## src/rtl/mul_div_unit_pkg.sv

```systemverilog
// Shared op codes, FSM encoding and op-decode helpers for the multiply/divide unit.
package mul_div_unit_pkg;

  localparam int unsigned OP_W = 3;

  typedef enum logic [OP_W-1:0] {
    MD_MULT  = 3'd0,
    MD_MULTU = 3'd1,
    MD_DIV   = 3'd2,
    MD_DIVU  = 3'd3,
    MD_MTHI  = 3'd4,
    MD_MTLO  = 3'd5
  } md_op_e;

  typedef enum logic [1:0] {
    S_IDLE = 2'd0,
    S_CALC = 2'd1,
    S_FIX  = 2'd2
  } md_state_e;

  // Ops 0..3 are the iterative MULT/MULTU/DIV/DIVU group.
  function automatic logic md_is_arith(input logic [OP_W-1:0] op);
    return ~op[2];
  endfunction

  function automatic logic md_is_signed(input logic [OP_W-1:0] op);
    return ~op[2] & ~op[0];
  endfunction

  function automatic logic md_is_div(input logic [OP_W-1:0] op);
    return ~op[2] & op[1];
  endfunction

endpackage

```

## src/rtl/mul_div_unit_if.sv

```systemverilog
// Request/result bundle between the EX stage and the multiply/divide unit.
interface mul_div_unit_if #(
  parameter int unsigned N = 32
) ();
  import mul_div_unit_pkg::*;

  logic            start;
  logic [OP_W-1:0] op;
  logic [N-1:0]    a;
  logic [N-1:0]    b;
  logic            flush;
  logic            busy;
  logic            done;
  logic            div_zero;
  logic [N-1:0]    hi;
  logic [N-1:0]    lo;

  modport master (
    output start, op, a, b, flush,
    input  busy, done, div_zero, hi, lo
  );

  modport slave (
    input  start, op, a, b, flush,
    output busy, done, div_zero, hi, lo
  );
endinterface

```

## src/rtl/mul_div_unit_md_iter_core.sv

```systemverilog
// Single radix-2 step: shift-add for multiply, restoring trial subtract for divide.
module md_iter_core #(
  parameter int unsigned N = 32
) (
  input  logic [2*N-1:0] acc,
  input  logic [N-1:0]   operand,
  input  logic           mode_div,
  output logic [2*N-1:0] next_acc
);

  logic [N:0] addend;
  logic [N:0] sum;
  logic [N:0] shifted;
  logic [N:0] trial;

  // Multiply: acc = {partial product, remaining multiplier}; divide: acc = {remainder, dividend/quotient}.
  always_comb begin
    addend   = '0;
    sum      = '0;
    shifted  = '0;
    trial    = '0;
    next_acc = acc;
    if (mode_div) begin
      shifted = acc[2*N-1:N-1];
      trial   = shifted - {1'b0, operand};
      if (!trial[N]) begin
        next_acc = {trial[N-1:0], acc[N-2:0], 1'b1};
      end else begin
        next_acc = {shifted[N-1:0], acc[N-2:0], 1'b0};
      end
    end else begin
      addend   = acc[0] ? {1'b0, operand} : '0;
      sum      = {1'b0, acc[2*N-1:N]} + addend;
      next_acc = {sum, acc[N-1:1]};
    end
  end

endmodule

```

## src/rtl/mul_div_unit.sv

```systemverilog
// Iterative MIPS multiply/divide unit with HI/LO registers; one result every N+1 cycles.
module mul_div_unit
  import mul_div_unit_pkg::*;
#(
  parameter int unsigned N = 32
) (
  input logic         clock,
  input logic         reset,
  mul_div_unit_if.slave md
);

  localparam int unsigned CW = $clog2(N);
  localparam int unsigned PW = 2 * N;

  md_state_e     state, state_nxt;
  logic [CW-1:0] cnt, cnt_nxt;
  logic [PW-1:0] acc, acc_nxt, core_acc;
  logic [N-1:0]  operand, operand_nxt;
  logic          is_div, is_div_nxt;
  logic          neg_res, neg_res_nxt;
  logic          neg_rem, neg_rem_nxt;
  logic          by_zero, by_zero_nxt;
  logic          busy_q, busy_nxt;
  logic          done_q, done_nxt;
  logic          dz_q, dz_nxt;
  logic [N-1:0]  hi_q, hi_nxt;
  logic [N-1:0]  lo_q, lo_nxt;

  logic          sgn;
  logic [N-1:0]  a_mag, b_mag, quot, rem;
  logic [PW-1:0] prod;

  md_iter_core #(.N(N)) u_core (
    .acc      (acc),
    .operand  (operand),
    .mode_div (is_div),
    .next_acc (core_acc)
  );

  // Operand magnitudes and final sign fix-ups.
  assign sgn   = md_is_signed(md.op);
  assign a_mag = (sgn && md.a[N-1]) ? N'(0) - md.a : md.a;
  assign b_mag = (sgn && md.b[N-1]) ? N'(0) - md.b : md.b;
  assign prod  = neg_res ? PW'(0) - acc : acc;
  assign quot  = acc[N-1:0];
  assign rem   = acc[PW-1:N];

  always_ff @(posedge clock or posedge reset) begin
    if (reset) begin
      state   <= S_IDLE;
      cnt     <= '0;
      acc     <= '0;
      operand <= '0;
      is_div  <= 1'b0;
      neg_res <= 1'b0;
      neg_rem <= 1'b0;
      by_zero <= 1'b0;
      busy_q  <= 1'b0;
      done_q  <= 1'b0;
      dz_q    <= 1'b0;
      hi_q    <= '0;
      lo_q    <= '0;
    end else begin
      state   <= state_nxt;
      cnt     <= cnt_nxt;
      acc     <= acc_nxt;
      operand <= operand_nxt;
      is_div  <= is_div_nxt;
      neg_res <= neg_res_nxt;
      neg_rem <= neg_rem_nxt;
      by_zero <= by_zero_nxt;
      busy_q  <= busy_nxt;
      done_q  <= done_nxt;
      dz_q    <= dz_nxt;
      hi_q    <= hi_nxt;
      lo_q    <= lo_nxt;
    end
  end

  always_comb begin
    state_nxt   = state;
    cnt_nxt     = cnt;
    acc_nxt     = acc;
    operand_nxt = operand;
    is_div_nxt  = is_div;
    neg_res_nxt = neg_res;
    neg_rem_nxt = neg_rem;
    by_zero_nxt = by_zero;
    busy_nxt    = busy_q;
    done_nxt    = 1'b0;
    dz_nxt      = 1'b0;
    hi_nxt      = hi_q;
    lo_nxt      = lo_q;

    case (state)
      S_IDLE: begin
        if (md.start && !md.flush) begin
          if (md_is_arith(md.op)) begin
            is_div_nxt  = md_is_div(md.op);
            neg_res_nxt = sgn & (md.a[N-1] ^ md.b[N-1]);
            neg_rem_nxt = sgn & md.a[N-1];
            by_zero_nxt = (md.b == '0);
            acc_nxt     = md_is_div(md.op) ? {N'(0), a_mag} : {N'(0), b_mag};
            operand_nxt = md_is_div(md.op) ? b_mag : a_mag;
            cnt_nxt     = CW'(N - 1);
            busy_nxt    = 1'b1;
            state_nxt   = S_CALC;
          end else if (md.op == MD_MTHI) begin
            hi_nxt = md.a;
          end else if (md.op == MD_MTLO) begin
            lo_nxt = md.a;
          end
        end
      end
      S_CALC: begin
        if (md.flush) begin
          busy_nxt  = 1'b0;
          state_nxt = S_IDLE;
        end else begin
          acc_nxt = core_acc;
          cnt_nxt = cnt - CW'(1);
          if (cnt == '0) begin
            state_nxt = S_FIX;
          end
        end
      end
      S_FIX: begin
        busy_nxt  = 1'b0;
        state_nxt = S_IDLE;
        // A flush here cancels the write-back entirely.
        if (!md.flush) begin
          done_nxt = 1'b1;
          if (is_div) begin
            lo_nxt = by_zero ? '1 : (neg_res ? N'(0) - quot : quot);
            hi_nxt = neg_rem ? N'(0) - rem : rem;
            dz_nxt = by_zero;
          end else begin
            {hi_nxt, lo_nxt} = prod;
          end
        end
      end
      default: begin
        busy_nxt  = 1'b0;
        state_nxt = S_IDLE;
      end
    endcase
  end

  assign md.busy     = busy_q;
  assign md.done     = done_q;
  assign md.div_zero = dz_q;
  assign md.hi       = hi_q;
  assign md.lo       = lo_q;

endmodule

```

## src/flat_wrapper.sv

```systemverilog
// flat-port wrapper written by rule: the top's interface ports become plain ports
module mul_div_unit_flat import mul_div_unit_pkg::*;
#(
  parameter int unsigned N = 32
)
  (clock, reset, md_start, md_op, md_a, md_b, md_flush, md_busy, md_done, md_div_zero, md_hi, md_lo);
  mul_div_unit_if #(.N(N)) md_i ();
  input logic clock;
  input logic reset;
  input wire logic [$bits(md_i.start)-1:0] md_start;
  input wire logic [$bits(md_i.op)-1:0] md_op;
  input wire logic [$bits(md_i.a)-1:0] md_a;
  input wire logic [$bits(md_i.b)-1:0] md_b;
  input wire logic [$bits(md_i.flush)-1:0] md_flush;
  output wire logic [$bits(md_i.busy)-1:0] md_busy;
  output wire logic [$bits(md_i.done)-1:0] md_done;
  output wire logic [$bits(md_i.div_zero)-1:0] md_div_zero;
  output wire logic [$bits(md_i.hi)-1:0] md_hi;
  output wire logic [$bits(md_i.lo)-1:0] md_lo;
  assign md_i.start = md_start;
  assign md_i.op = md_op;
  assign md_i.a = md_a;
  assign md_i.b = md_b;
  assign md_i.flush = md_flush;
  assign md_busy = md_i.busy;
  assign md_done = md_i.done;
  assign md_div_zero = md_i.div_zero;
  assign md_hi = md_i.hi;
  assign md_lo = md_i.lo;
  mul_div_unit #(.N(N)) u_core (.clock(clock), .reset(reset), .md(md_i));
endmodule
```

## config.mk

```make
export PLATFORM = sky130hd
export DESIGN_NAME = mul_div_unit_flat
export DESIGN_NICKNAME = d
export VERILOG_FILES = /design/src/rtl/mul_div_unit_pkg.sv /design/src/rtl/mul_div_unit_if.sv /design/src/rtl/mul_div_unit_md_iter_core.sv /design/src/rtl/mul_div_unit.sv /design/src/flat_wrapper.sv
export SDC_FILE = /design/constraint.sdc
export NUM_CORES = 1
export LEC_CHECK = 0
export BUFFER_PORTS_ARGS = -buffer_cell sky130_fd_sc_hd__clkbuf_2
export CELL_PAD_IN_SITES_DETAIL_PLACEMENT = 1
export CELL_PAD_IN_SITES_GLOBAL_PLACEMENT = 2
export CORE_MARGIN = 2
export CORE_UTILIZATION = 30
export CTS_BUF_LIST = sky130_fd_sc_hd__clkbuf_4
export DETAILED_ROUTE_END_ITERATION = 12
export GPL_ROUTABILITY_DRIVEN = 0
export GPL_TIMING_DRIVEN = 0
export PLACE_DENSITY_LB_ADDON = 0.12
export SLEW_MARGIN = 20
export SYNTH_ARGS = -nofsm -noshare
export SYNTH_HDL_FRONTEND = slang
export SYNTH_SLANG_ARGS = --single-unit
```

## constraint.sdc

```tcl
create_clock -name clock -period 6.7 [get_ports clock]
set_clock_uncertainty 0.2 [all_clocks]
set_input_delay 2.01 -clock clock [delete_from_list [all_inputs] [get_ports clock]]
set_output_delay 2.01 -clock clock [all_outputs]
set_load 0.01 [all_outputs]
```

==> impl_summary.md, run 1 <==
Run status
The flow ran to the end, and the final reports show no timing, DRC or antenna violations.

Pwr
The leakage component of the power is 7.14 nW. The design draws 6.44 mW. VDD sags by at most 0.000135 V. In this run the power density over the cells is 383 mW/mm^2.

Cells and area
After routing the design area is 0.0168 sq mm. The net count of the finished layout is 2248. The layout cell share with drive strength beyond 1 is 0.103. The area growth from synthesis to layout is 12.8%. At the end of the flow the core is filled with cells to 0.343. The filler-free cell count of the finished design is 2788.

Logic synthesis
The cell with the most instances after synthesis is sky130_fd_sc_hd__a21oi_1. The portion of the post-synthesis area used by sequential elements is 0.292. Of the post-synthesis cell area, the dominant cell type holds 0.292.

By area the synthesized netlist is led by sky130_fd_sc_hd__dfrtp_1, sky130_fd_sc_hd__a21oi_1, sky130_fd_sc_hd__xnor2_1, sky130_fd_sc_hd__o21ai_0, sky130_fd_sc_hd__ha_1. After synthesis, the most frequently instantiated cells are sky130_fd_sc_hd__a21oi_1, sky130_fd_sc_hd__nor2_1, sky130_fd_sc_hd__o21ai_0. The number of instances in the synthesized netlist is 1947.

The count of distinct cell types in the synthesized netlist is 78. The count of flip-flops with a built-in enable after synthesis is 0. The post-synthesis instance area is 0.0149 sq mm. The count of yosys warnings during synthesis is 0. The post-synthesis area per instance is 7.65 sq um.

Counting flops with an async set or reset pin after synthesis yields a share of 1.00. The most used flip-flop cell after synthesis is sky130_fd_sc_hd__dfrtp_1. The number of synthesized register bits is 174.

The synthesized design spends more area on one cell type than any other, namely sky130_fd_sc_hd__dfrtp_1. The synthesized net count is 2090.

Placed design
Summing all placed instances gives a cell area of 0.0165 sq mm. The placement-stage worst setup slack is 1.39 ns. Once detailed placement completed, the half-perimeter wirelength came to 58400 um. The cell total after placement is 2750. The number of port buffers is 133.

Global route
Entering global routing, the biggest net connects 33 pins. The first global-routing pass estimated 107000 um of wire. For this run the aggregate overflow at the end of global routing stands at 0. The number of global-route vias before repair is 16100. The number of antenna violations at the first check in global routing is 2.

In the global route stage, overall resource usage came out at 0.286.

Run
The max capacitance violation total is 0.

Timing
The total of endpoints with negative setup slack in the final report is 0. Setup slack on the critical path of the routed design comes to 1.51 ns. The worst-case headroom to the max-slew limit is 0.283. Across all hold checks on the routed design, the worst slack comes to 0.304 ns. For the pin with the worst max-slew slack, the measured transition is 1.07 ns. Dividing the final minimum period by the clock period gives 0.775.

The clock period minus worst slack is 5.19 ns. Setup total negative slack on the finished layout was measured at 0 ns. The achievable clock frequency is 193 MHz. Setup repair after global routing left no endpoint under its margin. The final hold violation count is 0. The number of pins with negative max-slew slack in the final report came to 0.

Worst hold path
The worst min-delay path category is flop to flop.

Die
The die covers 0.0514 sq mm. The total area inside the core boundary comes to 0.0490 sq mm. In this run the horizontal extent of the chip is 227 um. The die is 227 um tall. The number of top-level pins is 138. The initial core utilization is 0.304. The number of rows created at floorplan is 81.

Critical path
On the critical path, the stage with the largest delay is an instance of sky130_fd_sc_hd__o2111ai_1. On the worst path, the slowest cell contributes a delay of 0.62 ns. Along the worst path, the maximum fanout reaches 10. The data required time at the worst endpoint is 7.19 ns.

The total buffers and inverters traversed by the critical path is 3. For the worst setup path, the data arrival time is 5.68 ns. Traced cell by cell, the critical path runs through clkbuf_1, inv_1, clkbuf_1, nor2_1, ha_1, nor2b_1, o31a_1, o21ai_0, o21ai_1, o2111ai_1, a21oi_1, nor3b_1, o32a_1, a22o_1.

The worst setup path category is flop to flop. In this design, the critical path's most frequently occurring cell is sky130_fd_sc_hd__clkbuf_1. The sort of element at the start of the critical path is a flop.

The cell type group with the largest total delay on the critical path is compound AO/OA/AOI/OAI gates. The category of the worst setup path capture point is a flop.

Routing
The remaining design rule violation count is 0. The routed via count divided by cell count is 5.67. The routed wire length is 72900 um.

In the final routed layout, each cell accounts on average for 26.1 um. For this block, the initial DRC count from the detailed router was 1138. The total via count in the routed design is 15800. The number of optimization iterations in the first detailed-route pass is 5.

In this run the remaining antenna-violating nets after routing total 0.

Clock network
The H-tree generated during clock tree synthesis spans 4 levels. The clock edge transition at the registers on the reported setup and hold paths is 0.16 ns. No sink is reached through more buffers than the 2 on the longest clock path. The number of sinks handled by clock tree synthesis is 174. The number of hold buffers added after CTS is 0.

The number of buffers inserted during clock tree synthesis is 17. The root buffer cell chosen for the clock tree is sky130_fd_sc_hd__clkbuf_4. The TritonCTS clock tree is done. Once the clock tree was built, the resizer swapped 0 gates to a different size. Clock latency on the worst-skew pair, taken at its later pin, is 0.81 ns. After clock tree synthesis, the setup repair step added 0 buffers.
## sequential cells by signal (all words and copies together) (netlist names)
signal              count
u_core.neg_res          1
u_core.cnt              5
u_core.md.div_zero      1
u_core.md.hi           32
u_core.state            2
u_core.md.lo           32
u_core.md.busy          1
u_core.is_div           1
u_core.operand         32
u_core.neg_rem          1
u_core.by_zero          1
u_core.acc             64
u_core.md.done          1
## kinds of logic (layout without fill, tap and decap cells)
kind of cell	count (synthesis)	after routing	share of synthesized area
compound gates	671	671	0.270
xor+xnor	165	165	0.0971
fa+ha+maj	72	72	0.0615
buf+inv	198	368	0.0531
flops	174	174	0.292
mux	48	48	0.0328
other cells	0	7	0
simple gates	619	619	0.193
## worst min-delay path, delay by kind of cell (launching register included)
kind	cells	cell delay, ns
simple gates	1	0.05
compound gates	1	0.06
flops	1	0.38
## layer usage
| layer | GRT usage | share of wire |
|---|---|---|
| met1 | 0.399 | 0.48 |
| met2 | 0.454 | 0.45 |
| met3 | 0.0400 | 0.048 |
| met4 | 0.0908 | 0.024 |
| met5 | 0 | 0 |
## where the power goes
group | internal (mW) | switching [mW]
combinational | 1.43 | 2.45
sequential | 1.36 | 0.521
clock | 0.200 | 0.470
total | 2.99 | 3.44
## final timing paths
check,depth (start not counted),start,endpoint,slack (ns)
worst max-delay path,14,u_core.acc[0]$_DFFE_PP0P_,u_core.acc[63]$_DFFE_PP0P_,1.51
worst min-delay path,2,u_core.md.lo[7]$_DFFE_PP0P_,u_core.md.lo[7]$_DFFE_PP0P_,0.30
worst max register to register,14,u_core.acc[0]$_DFFE_PP0P_,u_core.acc[63]$_DFFE_PP0P_,1.51
worst min register to register,2,u_core.md.lo[7]$_DFFE_PP0P_,u_core.md.lo[7]$_DFFE_PP0P_,0.30
max in group asynchronous,5,reset,u_core.cnt[0]$_DFFE_PP0P_,4.39
min in group asynchronous,2,reset,u_core.md.lo[16]$_DFFE_PP0P_,0.95
## cell usage in the layout (no fill, tap or decap), types with 10 or more instances in the layout
master / count
sky130_fd_sc_hd__a211oi_1: 18
sky130_fd_sc_hd__a21o_1: 21
sky130_fd_sc_hd__a21oi_1: 237
sky130_fd_sc_hd__a22oi_1: 13
sky130_fd_sc_hd__a31oi_1: 19
sky130_fd_sc_hd__and2_1: 12
sky130_fd_sc_hd__and3_1: 12
sky130_fd_sc_hd__buf_1: 10
sky130_fd_sc_hd__buf_2: 11
sky130_fd_sc_hd__clkbuf_1: 103
sky130_fd_sc_hd__clkbuf_2: 133
sky130_fd_sc_hd__clkbuf_4: 20
sky130_fd_sc_hd__dfrtp_1: 174
sky130_fd_sc_hd__ha_1: 70
sky130_fd_sc_hd__inv_1: 67
sky130_fd_sc_hd__mux2i_1: 42
sky130_fd_sc_hd__nand2_1: 177
sky130_fd_sc_hd__nand2b_1: 24
sky130_fd_sc_hd__nand3_1: 31
sky130_fd_sc_hd__nand4_1: 16
sky130_fd_sc_hd__nor2_1: 217
sky130_fd_sc_hd__nor2b_1: 13
sky130_fd_sc_hd__nor3_1: 42
sky130_fd_sc_hd__nor4_1: 21
sky130_fd_sc_hd__o211ai_1: 27
sky130_fd_sc_hd__o21a_1: 11
sky130_fd_sc_hd__o21ai_0: 184
sky130_fd_sc_hd__o21bai_1: 10
sky130_fd_sc_hd__o22ai_1: 34
sky130_fd_sc_hd__o31ai_1: 17
sky130_fd_sc_hd__xnor2_1: 111
sky130_fd_sc_hd__xor2_1: 54
## cell type report
type,count,area (sq um)
Antenna cell,7,17.5
Buffer,129,532
Clock buffer,20,150
Clock inverter,11,105
Fill cell,6013,32200
Inverter,69,263
Multi-Input combinational cell,1575,9760
Sequential cell,174,4350
Tap cell,664,831
Timing Repair Buffer,139,786
Note: power is estimated with default switching activity, not from simulation.
==> run 2, diff against run 1 <==
==> constraint.sdc (replaced) <==
create_clock -name clock -period 5.1 [get_ports clock]
set_clock_uncertainty 0.2 [all_clocks]
set_input_delay 1.53 -clock clock [delete_from_list [all_inputs] [get_ports clock]]
set_output_delay 1.53 -clock clock [all_outputs]
set_load 0.01 [all_outputs]
==> run 2 against run 1 <==
Compared with the run above:
- wire length hardly changed
- total power is 31% higher
- maximum frequency is 9.4% higher
- first-iteration DRC count is 0.44% higher
- combinational power is 31% higher
- flip-flop and latch count stayed put
- core utilization hardly changed
- critical endpoint unchanged
==> impl_summary.md, run 2 (synthesis gave the netlist of run 1 again) <==
Timing
Setup repair after global routing left no endpoint under its margin. The actual slew at the worst max-slew pin is 1.04 ns. The achievable clock frequency is 211 MHz.

Adding up every negative setup slack in the final design gives 0 ns. The total of endpoints with negative setup slack in the final report is 0. The tightest hold path in the finished design has a slack of 0.304 ns. The post-route fraction of the period consumed by the critical path is 0.931. The number of pins with negative max-slew slack in the final report was 0.

The final hold violation count was 0. For the finished layout, the period the worst path requires is 4.75 ns. Headroom to the max-slew limit came out at 0.301.

Cells and area
The net count of the finished layout is 2248. Ranked by flip-flop count, first place goes to u_core.acc. In the final layout, the share of cells above drive strength 1 is 0.105.

Leaving out fill and tap cells, the most frequent cell in the layout is sky130_fd_sc_hd__a21oi_1. The area growth from synthesis to layout is 12.9%. The number of flip-flops in the largest register is 64. The top cell types in the final layout, fill and taps aside, are sky130_fd_sc_hd__a21oi_1, sky130_fd_sc_hd__nor2_1, sky130_fd_sc_hd__o21ai_0, sky130_fd_sc_hd__nand2_1, sky130_fd_sc_hd__dfrtp_1.

Pwr
The largest vdd supply drop is 0.000175 V. Dividing total power by cell area gives a power density of 503 mW/mm^2. The final total power is 8.45 mW. The leakage component of the power is 7.15 nW.

Clock network
The buffer depth of the longest clock path is 2. Clock latency on the worst-skew pair, taken at its later pin, is 0.80 ns. The TritonCTS clock tree is done. The maximum level of the CTS H-tree is 4.

After clock tree synthesis, the clock-pin slew on the worst setup and hold paths is 0.15 ns. TritonCTS created 17 clock buffers. In this run the clock root is driven by a sky130_fd_sc_hd__clkbuf_4.

For this design, the sink count on the clock tree is 174.

Die
In this run the count of I/O pins placed on the die edge is 138. The initial core utilization is 0.304. The floorplan die area is 0.0514 sq mm.

The width of the die is 227 um. The total area inside the core boundary comes to 0.0490 sq mm. In this run the core area contains 81 standard-cell rows. The die is 227 um tall.

Global route
The number of antenna violations at the first check in global routing is 2. The number of global-route vias before repair is 16100. The pin count of the biggest net entering global routing is 33. The wire length of the first global-routing pass is 107000 um.

After global routing the overflow that remains totals 0. The total routing resource utilization after global routing is 0.286.

Critical path
The setup path with the least slack is of type flop to flop. STA puts the critical path data required time at 5.58 ns. The sort of element at the start of the critical path is a flop. STA puts the critical path data arrival time at 5.22 ns. The category of the worst setup path capture point is a flop.

In this run the worst path has a maximum fanout of 10.

Routing
For this block, the via count after detailed routing is 15700. The count of nets left with antenna violations once routing finished came out at 0. In the routed design, unresolved DRC markers number 0. Dividing the detail-routed wire length by the instance count gives 26.1 um. The first TritonRoute pass finished after 5 iterations. The detailed router finished its first iteration with 1143 violations. For this block, the routed nets add up to 72800 um of wire. In the routed layout, each cell is associated on average with a via count of 5.65.

Placed design
The HPWL after detailed placement is 58400 um. Buffers placed on the I/O ports in this run total 133.

Run status
The flow ran to the end, and the final reports show no timing, DRC or antenna violations.

Run
Across the run, the number of max-cap violations was 0.

Worst hold path
The worst min-delay path category is flop to flop.
run 2: cell count changes in the layout (fill, tap and decap cells not counted), sizes merged:
cell,before,now
diode,7,4
run 2: final cells by class:
type	count	area (sq um)
repair buffers	139	786
well taps	664	831
plain buffers	129	534
fillers	6011	32100
clock inverters	11	105
clock buffers	20	150
inverters	69	263
diodes	4	10.0
flip-flops and latches	174	4350
multi-input cells	1575	9780
run 2: power by group:
part | leakage [nW] | internal (mW) | switching [mW]
sequential | 2.13 | 1.79 | 0.684
combinational | 4.87 | 1.88 | 3.22
clock | 0.147 | 0.263 | 0.613
run 2: final timing paths:
path | endpoint | cells after the start | slack (ns) | startpoint
worst max-delay path | u_core.acc[63]$_DFFE_PP0P_ | 14 | 0.35 | u_core.acc[0]$_DFFE_PP0P_
worst min-delay path | u_core.md.lo[7]$_DFFE_PP0P_ | 2 | 0.30 | u_core.md.lo[7]$_DFFE_PP0P_
worst max register to register | u_core.acc[63]$_DFFE_PP0P_ | 14 | 0.35 | u_core.acc[0]$_DFFE_PP0P_
worst min register to register | u_core.md.lo[7]$_DFFE_PP0P_ | 2 | 0.30 | u_core.md.lo[7]$_DFFE_PP0P_
max in group asynchronous | u_core.cnt[0]$_DFFE_PP0P_ | 5 | 3.27 | reset
min in group asynchronous | u_core.md.lo[16]$_DFFE_PP0P_ | 2 | 0.48 | reset
run 2: per-layer routing:
layer | up-vias | GRT usage | routed length [um]
met4 | 0 | 0.0908 | 1800
li1 | 7314 | - | -
met5 | - | 0 | 0
met2 | 399 | 0.454 | 33000
met1 | 7948 | 0.399 | 34600
met3 | 83 | 0.0400 | 3460
run 2: through the flow:
stage               setup slack, ns  std cells  area [sq um]  utilization
global placement             -0.345       2744         16400        0.335
floorplan                      1.14       1947         14900            -
global route                  0.120       2783         16800        0.343
CTS                         0.00838       2781         16800        0.343
finish                        0.354       2785         16800        0.343
detailed placement         -0.00324       2750         16500        0.337
run 2: worst max-delay path: stages, from the launching register on:
cell and delay, ns:
sky130_fd_sc_hd__dfrtp_1 0.36, sky130_fd_sc_hd__clkbuf_1 0.50, sky130_fd_sc_hd__inv_1 0.21, sky130_fd_sc_hd__clkbuf_2 0.31, sky130_fd_sc_hd__nor2_1 0.23, sky130_fd_sc_hd__ha_1 0.31, sky130_fd_sc_hd__nor2b_1 0.16, sky130_fd_sc_hd__o31a_1 0.29
sky130_fd_sc_hd__o21ai_0 0.57, sky130_fd_sc_hd__o21ai_2 0.26, sky130_fd_sc_hd__o2111ai_2 0.42, sky130_fd_sc_hd__a21oi_1 0.23, sky130_fd_sc_hd__nor3b_1 0.23, sky130_fd_sc_hd__o32a_1 0.19, sky130_fd_sc_hd__a22o_1 0.18
run 2: timing repair:
item | CTS | global route
pin swaps | 0 | 0
gates resized for setup | 1 | 6
hold buffers | 0 | 0
setup endpoints to repair | 1 | 6
setup buffers | 0 | 0
endpoints found under the hold margin | 0 | 0
==> run 3, diff against run 2 <==
--- a/config.mk
+++ b/config.mk
@@ -8,7 +8,6 @@
 export BUFFER_PORTS_ARGS = -buffer_cell sky130_fd_sc_hd__clkbuf_2
 export CELL_PAD_IN_SITES_DETAIL_PLACEMENT = 1
 export CELL_PAD_IN_SITES_GLOBAL_PLACEMENT = 2
-export CORE_MARGIN = 2
 export CORE_UTILIZATION = 30
 export CTS_BUF_LIST = sky130_fd_sc_hd__clkbuf_4
 export DETAILED_ROUTE_END_ITERATION = 12
==> run 3 against run 2 <==
Compared with the run above:
- die area fell by 1.8%
- hold slack is essentially flat
- combinational power about the same
- sequential power about the same
- global-route usage rose by 0.31 points
- non-clock buffer count did not move
- largest power group unchanged
==> impl_summary.md, run 3 (synthesis gave the netlist of run 1 again) <==
Cells and area
The number of fill cells in the layout is 6040. From synthesis to final layout, the design area changed by 13.4%. Of the cells placed in the final design, the portion with a size suffix greater than 1 is 0.103. The multi-input logic area is 0.00976 sq mm.

In the layout the commonest cells are sky130_fd_sc_hd__a21oi_1, sky130_fd_sc_hd__nor2_1, sky130_fd_sc_hd__o21ai_0, sky130_fd_sc_hd__nand2_1, sky130_fd_sc_hd__dfrtp_1. The register with the most flip-flops in the final layout is u_core.acc. The finished cells cover 0.0169 sq mm. The net count of the finished layout is 2248. The total area of sequential cells is 0.00435 sq mm.

The number of flip-flops in the largest register is 64. Leaving out fill and tap cells, the most frequent cell in the layout is sky130_fd_sc_hd__a21oi_1. The share of the core filled with cells is 0.345.

Critical path
In this run the critical register-to-register path is captured at u_core.acc[63]$_DFFE_PP0P_. The startpoint of the worst setup timing path is u_core.acc[0]$_DFFE_PP0P_. The peak fanout along the critical path is 8. The critical path goes through clkbuf_1, and2_1, ha_1, inv_1, fa_1, nor2b_1, o31a_1, o21ai_1, o21ai_1, o2111ai_1, a21oi_1, nor3b_1, o32a_1, a22o_1. STA classifies the critical path startpoint as a flop. The total buffers and inverters traversed by the critical path is 2. The startpoint identified for the worst register-to-register timing path is u_core.acc[0]$_DFFE_PP0P_. In this run the register-to-register setup slack is 0.24 ns.

The cell type group with the largest total delay on the critical path is compound AO/OA/AOI/OAI gates. For this run, the slowest stage of the critical path takes 0.54 ns. The data required time at the worst endpoint is 5.64 ns. STA classifies the critical path endpoint as a flop. The cell type with the highest occurrence count on the critical path is sky130_fd_sc_hd__o21ai_1. The critical path is of the flop to flop type.

The timing endpoint of the critical path is u_core.acc[63]$_DFFE_PP0P_. The arrival time at the worst endpoint is 5.40 ns. The logic depth of the worst setup path including buffers is 14. The largest individual stage delay along the critical path comes from the cell sky130_fd_sc_hd__o21ai_1. Counting cells, the worst reg-to-reg path comes to 14.

Die
The die covers 0.0505 sq mm. Measured along the y axis, the die boundary spans 225 um. During I/O placement, the number of pins put on the boundary was 138. The initialized floorplan defines 81 standard-cell rows. The floorplan core area is 0.0490 sq mm.

The die is 225 um wide. The initial utilization of the core area, before any placement, comes to 0.304.

Worst hold path
In this run the worst hold path is classified as flop to flop. The worst hold path was traced through 2 stages.

Clock network
The cell chosen for the clock root is sky130_fd_sc_hd__clkbuf_4. The number of buffers inserted during clock tree synthesis is 17. The number of sinks handled by clock tree synthesis is 174.

The clock edge transition at the registers on the reported setup and hold paths is 0.17 ns. TritonCTS built the clock tree. The clock reaches the later pin of the worst-skew pair after 0.82 ns. The buffer depth of the longest clock path is 2. The maximum level of the CTS H-tree is 4.

Pwr
Across the VDD grid, the largest voltage drop is 0.000198 V. The clock share of power is 0.122. The final total power is 8.61 mW. The combinational power share is 0.591. The internal power summed over all cells is 4.07 mW. The analysis attributes to net switching a power of 4.54 mW.

The switching part of the total power is 0.527. The analysis attributes to cell leakage a power of 7.17 nW. The power per unit of standard cell area is 510 mW/mm^2. Of the total power, registers draw 0.287.

Routing
The violation count after the first detailed-routing iteration is 1247. The total via count in the routed design is 15700. The pre-antenna-repair detailed-routing pass consisted of 5 iterations. Dividing the detail-routed wire length by the instance count gives 25.9 um. For this block, the routed nets add up to 72200 um of wire. The residual antenna-violating net count after detailed routing is 0. The remaining design rule violation count is 0. After detailed routing, the number of vias per cell comes to 5.64.

Global route
The pin count of the biggest net entering global routing is 32. The first global-routing pass estimated 106000 um of wire. The number of antenna violations at the first check in global routing came to 4. The number of global-route vias before repair came to 15900. The overflow left after global routing is 0. The total routing resource utilization after global routing is 0.289.

Timing
Timing would allow up to 206 MHz. Setup violations remaining at the end of the flow were counted as 0. The final hold violation count came to 0. In this run the tightest slew margin relative to its limit is 0.239. The clock period minus worst slack is 4.86 ns. Adding up every negative setup slack in the final design gives 0 ns. The tightest hold path in the finished design has a slack of 0.304 ns. The post-route fraction of the period consumed by the critical path is 0.953. For the pin with the worst max-slew slack, the measured transition is 1.14 ns. The number of pins with negative max-slew slack in the final report is 0.

Setup repair after global routing left no endpoint under its margin.

Placed design
After legalization and detailed placement, the total HPWL measured 58100 um. The cell area after placement is 0.0165 sq mm. Port buffering added 133 buffers.

Run status
The flow ran to the end, and the final reports show no timing, DRC or antenna violations.

Run
The max capacitance violation total is 0.
run 3: worst min path at each step:
stage	startpoint	endpoint	slack [ns]
detailed placement	u_core.md.lo[26]$_DFFE_PP0P_	u_core.md.lo[26]$_DFFE_PP0P_	0.27
floorplan	u_core.operand[10]$_DFFE_PP0P_	u_core.operand[10]$_DFFE_PP0P_	0.25
CTS	u_core.md.lo[6]$_DFFE_PP0P_	u_core.md.lo[6]$_DFFE_PP0P_	0.31
finish	u_core.md.lo[21]$_DFFE_PP0P_	u_core.md.lo[21]$_DFFE_PP0P_	0.30
global route	u_core.md.lo[24]$_DFFE_PP0P_	u_core.md.lo[24]$_DFFE_PP0P_	0.33
global placement	u_core.md.lo[11]$_DFFE_PP0P_	u_core.md.lo[11]$_DFFE_PP0P_	0.27
run 3: layer usage:
metal | vias up | share of wire | track usage
met2 | 443 | 0.45 | 0.452
met5 | - | 0 | 0
met3 | 86 | 0.067 | 0.0525
li1 | 7321 | - | -
met1 | 7893 | 0.46 | 0.398
met4 | 0 | 0.027 | 0.0985
run 3: cell type report:
cell class	instances	area share
timing repair buffer	139	0.0466
multi-input combinational	1575	0.578
clock buffer	18	0.00801
sequential	174	0.258
inverter	69	0.0156
tap	664	0.0492
clock inverter	14	0.0119
antenna	7	0.00104
buffer	129	0.0317
run 3: worst register-to-register path: stages, from the launching register on:
cell	delay (ns)
sky130_fd_sc_hd__dfrtp_1	0.36
sky130_fd_sc_hd__clkbuf_1	0.50
sky130_fd_sc_hd__and2_1	0.22
sky130_fd_sc_hd__ha_1	0.26
sky130_fd_sc_hd__inv_1	0.08
sky130_fd_sc_hd__fa_1	0.44
sky130_fd_sc_hd__nor2b_1	0.17
sky130_fd_sc_hd__o31a_1	0.20
sky130_fd_sc_hd__o21ai_1	0.19
sky130_fd_sc_hd__o21ai_1	0.54
sky130_fd_sc_hd__o2111ai_1	0.41
sky130_fd_sc_hd__a21oi_1	0.42
sky130_fd_sc_hd__nor3b_1	0.46
sky130_fd_sc_hd__o32a_1	0.22
sky130_fd_sc_hd__a22o_1	0.12
run 3: repair_timing:
action | in CTS | in global routing
hold buffers | 0 | 0
endpoints found under the setup margin | 1 | 7
endpoints found under the hold margin | 0 | 0
setup buffers | 0 | 0
gates resized for setup | 1 | 4
run 3: power by group through the flow:
stage	sequential (mW)	combinational (mW)	clock, mW
after global placement	2.47	4.94	0
after global routing	2.52	5.58	1.11
after CTS	2.45	5.05	1.06
after floorplan	2.25	3.37	0
final	2.47	5.09	1.05
after detailed placement	2.48	5.02	0
run 3: through the flow:
step	cells	setup WS [ns]
after CTS	2782	0.00475
after global placement	2744	-0.359
after floorplan	1947	1.14
after detailed placement	2750	0.0337
final	2789	0.242
after global routing	2788	0.0000551
